--- src/rtl/mem_port_arbiter_pkg.sv ---
// Shared constants for the memory port arbiter: port indices, FSM encoding
// and the counter width used by the latency and starvation counters.
package mem_port_arbiter_pkg;

    localparam int PORT_FETCH = 0;
    localparam int PORT_DATA  = 1;
    localparam int PORT_DEBUG = 2;
    localparam int NUM_PORTS  = 3;

    // wide enough for MEM_LATENCY-1 and STARVE_LIMIT (both at most 15)
    localparam int CNT_W = 4;

    // the fetch port is read-only, so its write enable never reaches memory
    localparam logic [NUM_PORTS-1:0] WE_MASK = 3'b110;

    typedef enum logic [1:0] {
        ST_IDLE   = 2'd0,
        ST_ACCESS = 2'd1,
        ST_RESP   = 2'd2
    } state_t;

    function automatic logic [1:0] onehot_to_id(input logic [NUM_PORTS-1:0] oh);
        logic [1:0] id;
        id = 2'(PORT_FETCH);
        if (oh[PORT_DATA])       id = 2'(PORT_DATA);
        else if (oh[PORT_DEBUG]) id = 2'(PORT_DEBUG);
        return id;
    endfunction

endpackage

--- src/rtl/mem_port_arbiter_arb_select.sv ---
// Fixed-priority selector (data > fetch > debug), overridden in favour of the
// debug port once it has lost STARVE_LIMIT arbitrations in a row.
module arb_select
    import mem_port_arbiter_pkg::*;
#(
    parameter int STARVE_LIMIT = 4
)
(
    input  logic [NUM_PORTS-1:0] req,
    input  logic [CNT_W-1:0]     starve_cnt,
    output logic [NUM_PORTS-1:0] winner
);

    always_comb begin
        winner = '0;
        if (req[PORT_DEBUG] && (starve_cnt == CNT_W'(STARVE_LIMIT))) begin
            winner[PORT_DEBUG] = 1'b1;
        end else if (req[PORT_DATA]) begin
            winner[PORT_DATA] = 1'b1;
        end else if (req[PORT_FETCH]) begin
            winner[PORT_FETCH] = 1'b1;
        end else if (req[PORT_DEBUG]) begin
            winner[PORT_DEBUG] = 1'b1;
        end
    end

endmodule

--- src/rtl/mem_port_arbiter.sv ---
// Three-port memory arbiter: one access at a time, fixed latency, with a
// starvation guard for the debug port.
//   state     | meaning
//   ST_IDLE   | arbitrate, pulse gnt, latch operands of the winner
//   ST_ACCESS | drive memory for MEM_LATENCY cycles
//   ST_RESP   | pulse done for the latched port
module mem_port_arbiter
    import mem_port_arbiter_pkg::*;
#(
    parameter int ADDR_WIDTH   = 16,
    parameter int DATA_WIDTH   = 16,
    parameter int MEM_LATENCY  = 2,
    parameter int STARVE_LIMIT = 4
)
(
    input  logic                  clk,
    input  logic                  reset,
    input  logic [NUM_PORTS-1:0]  req,
    input  logic [NUM_PORTS-1:0]  we,
    input  logic [ADDR_WIDTH-1:0] addr_f,
    input  logic [ADDR_WIDTH-1:0] addr_d,
    input  logic [ADDR_WIDTH-1:0] addr_g,
    input  logic [DATA_WIDTH-1:0] wdata_d,
    input  logic [DATA_WIDTH-1:0] wdata_g,
    output logic [NUM_PORTS-1:0]  gnt,
    output logic [NUM_PORTS-1:0]  done,
    output logic [DATA_WIDTH-1:0] rdata,
    output logic                  busy,
    output logic                  mem_cs,
    output logic                  mem_we,
    output logic [ADDR_WIDTH-1:0] mem_addr,
    output logic [DATA_WIDTH-1:0] mem_wdata,
    input  logic [DATA_WIDTH-1:0] mem_rdata
);

    state_t                state, state_nxt;
    logic [CNT_W-1:0]      wait_cnt;
    logic [CNT_W-1:0]      starve_cnt;
    logic [1:0]            id_q;
    logic                  we_q;
    logic [ADDR_WIDTH-1:0] addr_q;
    logic [DATA_WIDTH-1:0] wdata_q;
    logic [NUM_PORTS-1:0]  winner;

    arb_select #(.STARVE_LIMIT(STARVE_LIMIT)) u_arb_select (
        .req        (req),
        .starve_cnt (starve_cnt),
        .winner     (winner)
    );

    always_comb begin
        state_nxt = state;
        unique case (state)
            ST_IDLE:   if (|req) state_nxt = ST_ACCESS;
            ST_ACCESS: if (wait_cnt == '0) state_nxt = ST_RESP;
            ST_RESP:   state_nxt = ST_IDLE;
            default:   state_nxt = ST_IDLE;
        endcase
    end

    // outputs are forced low while reset is high so an aborted access never shows done
    always_comb begin
        gnt       = '0;
        done      = '0;
        busy      = 1'b0;
        mem_cs    = 1'b0;
        mem_we    = 1'b0;
        mem_addr  = '0;
        mem_wdata = '0;
        if (!reset) begin
            busy = (state != ST_IDLE);
            unique case (state)
                ST_IDLE: gnt = winner;
                ST_ACCESS: begin
                    mem_cs    = 1'b1;
                    mem_we    = we_q;
                    mem_addr  = addr_q;
                    mem_wdata = wdata_q;
                end
                ST_RESP: done = 3'b001 << id_q;
                default: ;
            endcase
        end
    end

    always_ff @(posedge clk) begin
        if (reset) begin
            state      <= ST_IDLE;
            wait_cnt   <= '0;
            starve_cnt <= '0;
            id_q       <= '0;
            we_q       <= 1'b0;
            addr_q     <= '0;
            wdata_q    <= '0;
            rdata      <= '0;
        end else begin
            state <= state_nxt;

            if (!req[PORT_DEBUG]) begin
                starve_cnt <= '0;
            end else if ((state == ST_IDLE) && (|req)) begin
                if (winner[PORT_DEBUG])                        starve_cnt <= '0;
                else if (starve_cnt != CNT_W'(STARVE_LIMIT))   starve_cnt <= starve_cnt + 1'b1;
            end

            unique case (state)
                ST_IDLE: begin
                    if (|req) begin
                        id_q     <= onehot_to_id(winner);
                        we_q     <= |(we & winner & WE_MASK);
                        wait_cnt <= CNT_W'(MEM_LATENCY - 1);
                        if (winner[PORT_DATA]) begin
                            addr_q  <= addr_d;
                            wdata_q <= wdata_d;
                        end else if (winner[PORT_DEBUG]) begin
                            addr_q  <= addr_g;
                            wdata_q <= wdata_g;
                        end else begin
                            addr_q  <= addr_f;
                            wdata_q <= '0;
                        end
                    end
                end
                ST_ACCESS: begin
                    if (wait_cnt != '0) wait_cnt <= wait_cnt - 1'b1;
                    else if (!we_q)     rdata    <= mem_rdata;
                end
                default: ;
            endcase
        end
    end

endmodule
--- config.mk ---
export PLATFORM = sky130hd
export DESIGN_NAME = mem_port_arbiter
export DESIGN_NICKNAME = d
export VERILOG_FILES = /design/src/rtl/mem_port_arbiter_pkg.sv /design/src/rtl/mem_port_arbiter_arb_select.sv /design/src/rtl/mem_port_arbiter.sv
export SDC_FILE = /design/constraint.sdc
export NUM_CORES = 1
export LEC_CHECK = 0
export ABC_AREA = 1
export CAP_MARGIN = 15
export CORE_MARGIN = 1.5
export CORE_UTILIZATION = 45
export DETAILED_ROUTE_END_ITERATION = 10
export PLACE_DENSITY = 0.94
export SLEW_MARGIN = 20
export SYNTH_ARGS = -nofsm -noshare
export SYNTH_HDL_FRONTEND = slang
export SYNTH_SLANG_ARGS = --single-unit
--- constraint.sdc ---
create_clock -name clk -period 3.8 [get_ports clk]
set_input_delay 0.76 -clock clk [delete_from_list [all_inputs] [get_ports clk]]
set_output_delay 0.76 -clock clk [all_outputs]
set_load 0.01 [all_outputs]
Word-level counts from Yosys, hierarchy flattened
Index checks and enable logic that the tools add are counted.

Bits in registers: 61. Bits of input ports: 104.

Add/subtract/negate cells: 2. Equality and inequality tests: 7. Shift operators: 1. Muxes and demuxes: 35. Bitwise operators: 4. Reduce and logical (&&, ||, !) cells: 16.

Operators with widths (count): 2-to-1 mux 16 bit (8); 2-to-1 mux 4 bit (4); 2-to-1 mux 1 bit (12); 2-to-1 mux 3 bit (4); 2-to-1 mux 2 bit (5); one-hot mux 4 bit (2 select lines) (1); != test 2 bit (second input constant) (3); AND reduction 2 bit (3); AND reduction 3 bit (2); nonzero test 2 bit (3); adder 4 x 1 -> 4 bit (second input constant) (1); equality test 4 x 3 -> 1 bit (second input constant) (1); zero test 4 bit (1); != test 4 x 3 -> 1 bit (second input constant) (1); one-hot mux 2 bit (2 select lines) (1); nonzero test 4 bit (1); OR reduction 2 bit (2); subtractor 4 x 1 -> 4 bit (second input constant) (1); bitwise AND 3 bit (1); inverter 1 bit (3); OR reduction 3 bit (1); << shifter 1 x 2 -> 3 bit (first input constant) (1); equality test 2 x 1 -> 1 bit (second input constant) (1); equality test 2 bit (second input constant) (1); other kinds (2) (3).

Depth between registers and ports, before layout
Depth after elaboration: 6. Depth in mapped cells: 10.

Hierarchy
From an unflattened synthesis, not the netlist that was laid out.

Cells, all modules: 427. Area total of the unflattened synthesis: 3283.1 µm².

Modules (own cells, without submodules): mem_port_arbiter (instances 1, cells each 414, area each 3224.3 µm², seq. area each 1221.2 µm²); arb_select (instances 1, cells each 13, area each 58.8 µm², seq. area each 0.0 µm²).

Worst setup path after synthesis
No wires, ideal clock.

Kind: input to output. Start: in req[1]. End: out gnt[2]. Data arrival time: 1.490 ns. Required time: 3.040 ns. Path slack: 1.550 ns. Cell stages on the path: 7. Buffers on the path: 2. Cells stage by stage: buf_4 inv_2 nand2_4 nand2_4 buf_6 inv_1 nor2_1.

Cells in the longest elaborated chain, start to end: 4.

Ends and longest elaborated chain: from (decl) (line mem_port_arbiter.sv:18) `input logic [NUM_PORTS-1:0] req,`; 2-to-1 mux 1 bit (line mem_port_arbiter_arb_select.sv:18) `end else if (req[PORT_DATA]) begin`; 2-to-1 mux 1 bit (line mem_port_arbiter_arb_select.sv:16) `if (req[PORT_DEBUG] && (starve_cnt == CNT_W'(STARVE_LIMIT))) begin`; 2-to-1 mux 3 bit (line mem_port_arbiter.sv:72) `unique case (state)`; 2-to-1 mux 3 bit (line mem_port_arbiter.sv:70) `if (!reset) begin`; to (decl) (line mem_port_arbiter.sv:25) `output logic [NUM_PORTS-1:0] gnt,`.

Every way passes these cells.

Worst setup path in the final report
Start: in req[2]. End: out gnt[1].

Cells in the longest elaborated chain, start to end: 4.

Ends and longest elaborated chain (line): logical AND 1 bit (mem_port_arbiter_arb_select.sv:16); 2-to-1 mux 2 bit (mem_port_arbiter_arb_select.sv:16); 2-to-1 mux 3 bit (mem_port_arbiter.sv:72); 2-to-1 mux 3 bit (mem_port_arbiter.sv:70).

Every way passes these cells.

==> results by group <==
CTS
  – H-tree depth: 3
  – TritonCTS clock tree: done
  – Cts bufs inserted: 9
  – Post-cts resize count: 0
  – Clock root cell: clkbuf_8
  – Max Root-Sink Buffers: 2
  – Worst-path clk slew: 70 ps
  – CTS Sinks: 61
  – Setup Fix Bufs, Post-CTS: 0
  – Worst skew pair latency: 340 ps
  – Cts hold-fix bufs: 0

Global routing
  – Pin count of the biggest net entering global routing: 36
  – Initial antenna violation count: 0
  – First-pass GRT wire length: 17100 µm
  – Vias in the first global route: 3886
  – Gr usage total: 25.3%
  – Total gr overflow: 0

Synthesis
  – Ys Warns: 0
  – Number of distinct library cells after synthesis: 30
  – Syn Nets: ~660
  – Synth Cell Area: 3520 µm²
  – Mean Syn Cell Area: 6.41 µm²
  – Syn Inst Count: 549
  – Post-synthesis sequential area ratio: 34.7%
  – Register bit count reported by yosys: between 60 and 70

Cells and area
  – Proportion of layout cells with a drive suffix above 1: under 10%
  – Area Growth Syn to Fin: 51.5%
  – Final instance area: 5330 µm²
  – Diodes inserted: 0
  – Post-layout nets: 807

STA
  – Period utilization: about 89%
  – Fin Setup TNS: 0 ps
  – Setup-failing EPs final: 0
  – Minimum clock period: 3370 ps
  – Final worst slack: 433 ps
  – FMAX: 297 MHz
  – Final hold vios: 0
  – Hold WS: around 450 ps
  – Slew headroom: 68.9%
  – Clock skew: 8.73 ps
  – Transition time of the tightest slew-check pin: 467 ps
  – Fin. max-slew vios: 0
  – RSZ-0062 raised after global routing: false

Critical path
  – Critical path endpoint category: output pin
  – Critical path fanouts, max: 17
  – Worst path buffer plus inverter count: 4
  – Crit start category: input pin
  – WS Path Type: input pin to output pin
  – Crit path DAT: roughly 2600 ps
  – Max stage delay cell, worst path: clkdlybuf4s50_1
  – Ordered cell list for the critical path: clkdlybuf4s50_1, inv_2, nand2_4, nand2_8, nor2_8, nand3_1, inv_1, clkdlybuf4s50_1
  – Family with the most delay on the worst path: buffers and inverters
  – Most common cell on crit path: clkdlybuf4s50_1
  – Required @ worst endpoint: 3040 ps
  – Slowest stage delay, CP: 550 ps

Power and ir drop
  – Sw Share: about 32%
  – Comb pwr share: between 30% and 40%
  – P_leak: 2.34 nW
  – Seq pwr share: a little under two fifths
  – P_int: 0.00146 W
  – P_sw: 0.000699 W
  – Pwr Density: 405 nW/µm²
  – Clock power frac: 29.0%
  – VDD IR max: 0.212 mV

Routing
  – Via count: 3977
  – DRC: 0
  – DRT antenna net count: 0
  – WL final: just over 10000 µm
  – Vias per cell: 4.93
  – DR WL/cell: 12.7 µm
  – DR pass1 iterations: 4
  – DRT iter0 DRCs: 188

Die
  – Boundary pin count: approximately 160
  – # rows: 32
  – Core ar.: 7650 µm²
  – Die Span X: 91.4 µm
  – Initial Util: 46.0%
  – Chip Height: between 90 and 100 µm
  – Die area: 8350 µm²

Placed design
  – Gpl congestion: 0.776
  – Post-place instance area: approximately 5100 µm²
  – DP Worst Slack: 436 ps
  – I/O Buffers: around 160
  – Detailed Place HPWL: 7570 µm

Hold path
  – HP Class: register to register

Flow run
  – Max-cap violations: 0

Status
  – Outcome: finished clean
[kinds of logic after synthesis]
| group | synth area share [%] |
|---|---|
| AOI/OAI and AO/OA | 6.30 |
| adders and majority gates | 1.42 |
| buffers and inverters | 15.3 |
| DFF | 34.7 |
| and+or+nand+nor | 42.2 |
[synth_stat cells (all sizes together)]
master / n / area, µm²
nand2: 168 / 677
nor3: 3 / 15.0
nand4: 4 / 40.0
dfxtp: 61 / 1220
nand3: 72 / 360
o21ai: 22 / 110
buf: 26 / 185
inv: 81 / 309
nor2: 55 / 254
o22ai: 1 / 6.26
nand3b: 16 / 120
nor4: 3 / 18.8
clkbuf: 4 / 15.0
clkinv: 8 / 30.0
a21oi: 21 / 105
ha: 4 / 50.1
[worst reg2reg max path, delay by kind of cell (launching register included)]
family                     cells  cell delay [ps]
DFF                            1              330
and+or+nand+nor                5              860
buffers and inverters          2              440
adders and majority gates      1              250
[flip-flops by register name (all words and copies together) (netlist names)]
name	count
id_q	2
wait_cnt	4
addr_q	16
rdata	16
wdata_q	16
state	2
starve_cnt	4
we_q	1
[through the flow]
stage / instances / power [W] / util [%]
2_1_floorplan: 549 / 0.00124 / -
3_3_place_gp: 789 / 0.00150 / 66.7
3_5_place_dp: 789 / 0.00154 / 66.7
4_1_cts: 805 / 0.00217 / 69.5
5_1_grt: 806 / 0.00230 / 69.7
6_report: 806 / 0.00216 / 69.7
[layout by cell type, fill, tap and decap left out, drive strengths merged, types with 9 or more instances in the layout]
cell type / count
buf: 10
o21ai: 22
clkbuf: 9
nand3: 72
clkdlybuf4s50: 159
clkinv: 11
dfxtp: 61
a21oi: 21
inv: 81
nand2: 168
nor2: 55
nand3b: 16
[layer usage]
metal / track usage, % / share of wire, %
met1: 28.8 / 41
met2: 44.8 / 50
met4: 9.90 / 1.9
met5: 0 / 0
met3: 6.28 / 7.1
[area by class of cell]
| cell class | count | area [µm²] |
|---|---|---|
| Fill cell | 588 | 2320 |
| Inverter | 89 | 339 |
| Tap cell | 102 | 128 |
| Timing Repair Buffer | 169 | 1670 |
| Sequential cell | 61 | 1220 |
| Clock inverter | 7 | 90.1 |
| Multi-Input combinational cell | 369 | 1760 |
| Clock buffer | 9 | 124 |
[path summary, 6_finish.rpt]
kind | endpoint | slack (ps) | startpoint | cells past startpoint
max | gnt[1] | 430 | req[2] | 8
min | rdata[13] | 450 | rdata[13] | 2
max reg2reg | addr_q[10] | 1810 | starve_cnt[0] | 8
min reg2reg | rdata[13] | 450 | rdata[13] | 2
[power groups by stage]
stage / Clock (W) / Sequential, W / Combinational, W
floorplan: 0 / 0.000835 / 0.000409
global placement: 0 / 0.000819 / 0.000683
detailed placement: 0 / 0.000828 / 0.000711
CTS: 0.000640 / 0.000814 / 0.000715
global route: 0.000671 / 0.000826 / 0.000799
finish: 0.000624 / 0.000814 / 0.000718
Power figures use the tool's default switching activity.
==> variant: new RTL, config.mk and constraints unchanged <==
Reset style: asynchronous (`reset`), changed in one clocked block.
--- a/src/rtl/mem_port_arbiter.sv
+++ b/src/rtl/mem_port_arbiter.sv
@@ -83,7 +83,7 @@
         end
     end
 
-    always_ff @(posedge clk) begin
+    always_ff @(posedge clk or posedge reset) begin
         if (reset) begin
             state      <= ST_IDLE;
             wait_cnt   <= '0;
Function: differs if reset is asserted again (counterexample within 4 cycles, from zero or initial values and one cycle with reset high); with reset held inactive, the same outputs for 10 cycles.
==> variant against the original RTL <==
First-iteration DRC count down 3.7%; critical path type unchanged; area after synthesis up 1.6%; global-route usage up 1.4 points; worst setup slack worse by 0.11 ns; sequential cell count unchanged; die area up 1.5%; critical path depth down 5; hold slack better by 0.026 ns; final area up 1.2%; register-to-register slack worse by 0.10 ns; wire length up 8.5%.
Power is not compared: it rests on default switching activity, and its combinational part moved more than twofold at a synthesized area within 25%.
==> variant: results (changes against the original RTL) <==
set qor(yosys-top-cells-count) {sky130_fd_sc_hd__nand2_1, sky130_fd_sc_hd__nand3_1, sky130_fd_sc_hd__dfrtp_1, sky130_fd_sc_hd__nor2_1, sky130_fd_sc_hd__inv_1}
set qor(drtPass1Iterations) 5 ;# +1
set qor(maximum_single_stage_delay_on_the_critical_path_ns) 0.78 ;# +0.23 ns
set qor(met1_usage) 0.298 ;# +0.0103
set qor(vias) 3999 ;# +0.55%
set qor(clk_latency_ns) 0.34 ;# about the same
set qor(timing_worst_slew_pin_value_ns) 0.781 ;# +0.314 ns
set qor(wire_per_inst_um) 14.6 ;# +14%
set qor(min_to) {rdata[9]$_DFFE_PP0P_}
set qor(synth_nets) 615 ;# -6.4%
set qor(initialDrtViolationCount) 181 ;# -3.7%
set qor(min_from) {rdata[9]$_DFFE_PP0P_}
set qor(vias_per_cell) 5.23 ;# +6.1%
set qor(yosysUniqueCellTypes) 29 ;# -3.3%
set qor(multiInputGateArea_um2) 1690 ;# -3.6%
set qor(met1Wirelength_um) 4250 ;# +0.62%
set qor(holdWs_ns) 0.474 ;# +0.0260 ns
set qor(dp_worst_setup_slack_ns) 0.427 ;# -0.00860 ns
set qor(final.setup_skew_ns) 0.0134 ;# +0.00470 ns
set qor(dp.cells) 748 ;# -5.2%
set qor(worst_r2r_endpoint) {addr_q[15]$_DFFE_PP0P_}
set qor(crit_path_end) {done[0]}
set qor(async_reset_ff_frac) 1.00 ;# +1.00
set qor(crit_path_max_fanout) 16 ;# -1
set qor(layout-drive-gt1-share) 0.0619 ;# -0.00483
set qor(met2_wirelength_um) 5780 ;# +13%
set qor(grtUsageMet3) 0.0373 ;# -0.0255
set qor(synth-seq-area-share) 0.427 ;# +0.0801
set qor(avgSynthCellArea_um2) 7.05 ;# +10%
set qor(worst_path_dominant_cell_family) {buffers and inverters}
set qor(first_global_vias) 3949 ;# +1.6%
set qor(wire_length_of_the_first_global_routing_pass_um) 17900 ;# +4.7%
set qor(grt_start_max_net_pins) 62 ;# +72%
set qor(layout.nets) 765 ;# -5.2%
set qor(outcome) {completed}
set qor(crit_start) {reset}
set qor(dr_wl_met3_um) 802 ;# +10%
set qor(grt_util_met2) 0.490 ;# +0.0411
set qor(gpl.final_weighted_congestion) 0.800 ;# +3.1%
## variant: changes by cell type in the layout (fill, tap and decap cells not counted), moves of 3 or more
cell,delta
sky130_fd_sc_hd__clkinv_1,-7
sky130_fd_sc_hd__o21ai_0,-18
sky130_fd_sc_hd__nand2_2,+3
sky130_fd_sc_hd__nand3b_1,-15
sky130_fd_sc_hd__inv_1,-33
sky130_fd_sc_hd__dfxtp_1,-61
sky130_fd_sc_hd__clkinv_4,+4
sky130_fd_sc_hd__nand3_1,+29
sky130_fd_sc_hd__dfrtp_1,+61
sky130_fd_sc_hd__nand2_1,+31
sky130_fd_sc_hd__o21ai_1,+3
sky130_fd_sc_hd__inv_2,-3
sky130_fd_sc_hd__a21oi_1,-21
## variant: layout make-up
cell class	instances	area share
multi-input combinational	373	0.314
tap	102	0.0237
clock inverter	7	0.0186
sequential	61	0.283
clock buffer	9	0.0230
inverter	46	0.0325
timing repair buffer	166	0.305
## variant: worst register-to-register path, stage by stage, from the launching register on
cell,delay [ns]
sky130_fd_sc_hd__dfrtp_1,0.50
sky130_fd_sc_hd__nor2_4,0.50
sky130_fd_sc_hd__nand2_4,0.42
sky130_fd_sc_hd__nor2_8,0.41
sky130_fd_sc_hd__nand2_1,0.09
sky130_fd_sc_hd__nand3_1,0.10
## variant: power by group through the flow
stage | clock, mW | combinational [mW] | sequential (mW)
global placement | 0 | 1.73 | 1.11
global route | 0.677 | 2.02 | 1.16
detailed placement | 0 | 1.79 | 1.13
floorplan | 0 | 1.12 | 1.14
finish | 0.642 | 1.81 | 1.13
CTS | 0.652 | 1.81 | 1.12
## variant: logic make-up after synthesis
family                   synth area share
buffers and inverters              0.0984
flip-flops                          0.427
AO/OA/AOI/OAI                      0.0168
AND/OR/NAND/NOR                     0.439
XOR/XNOR                          0.00490
adder cells (fa/ha/maj)            0.0140
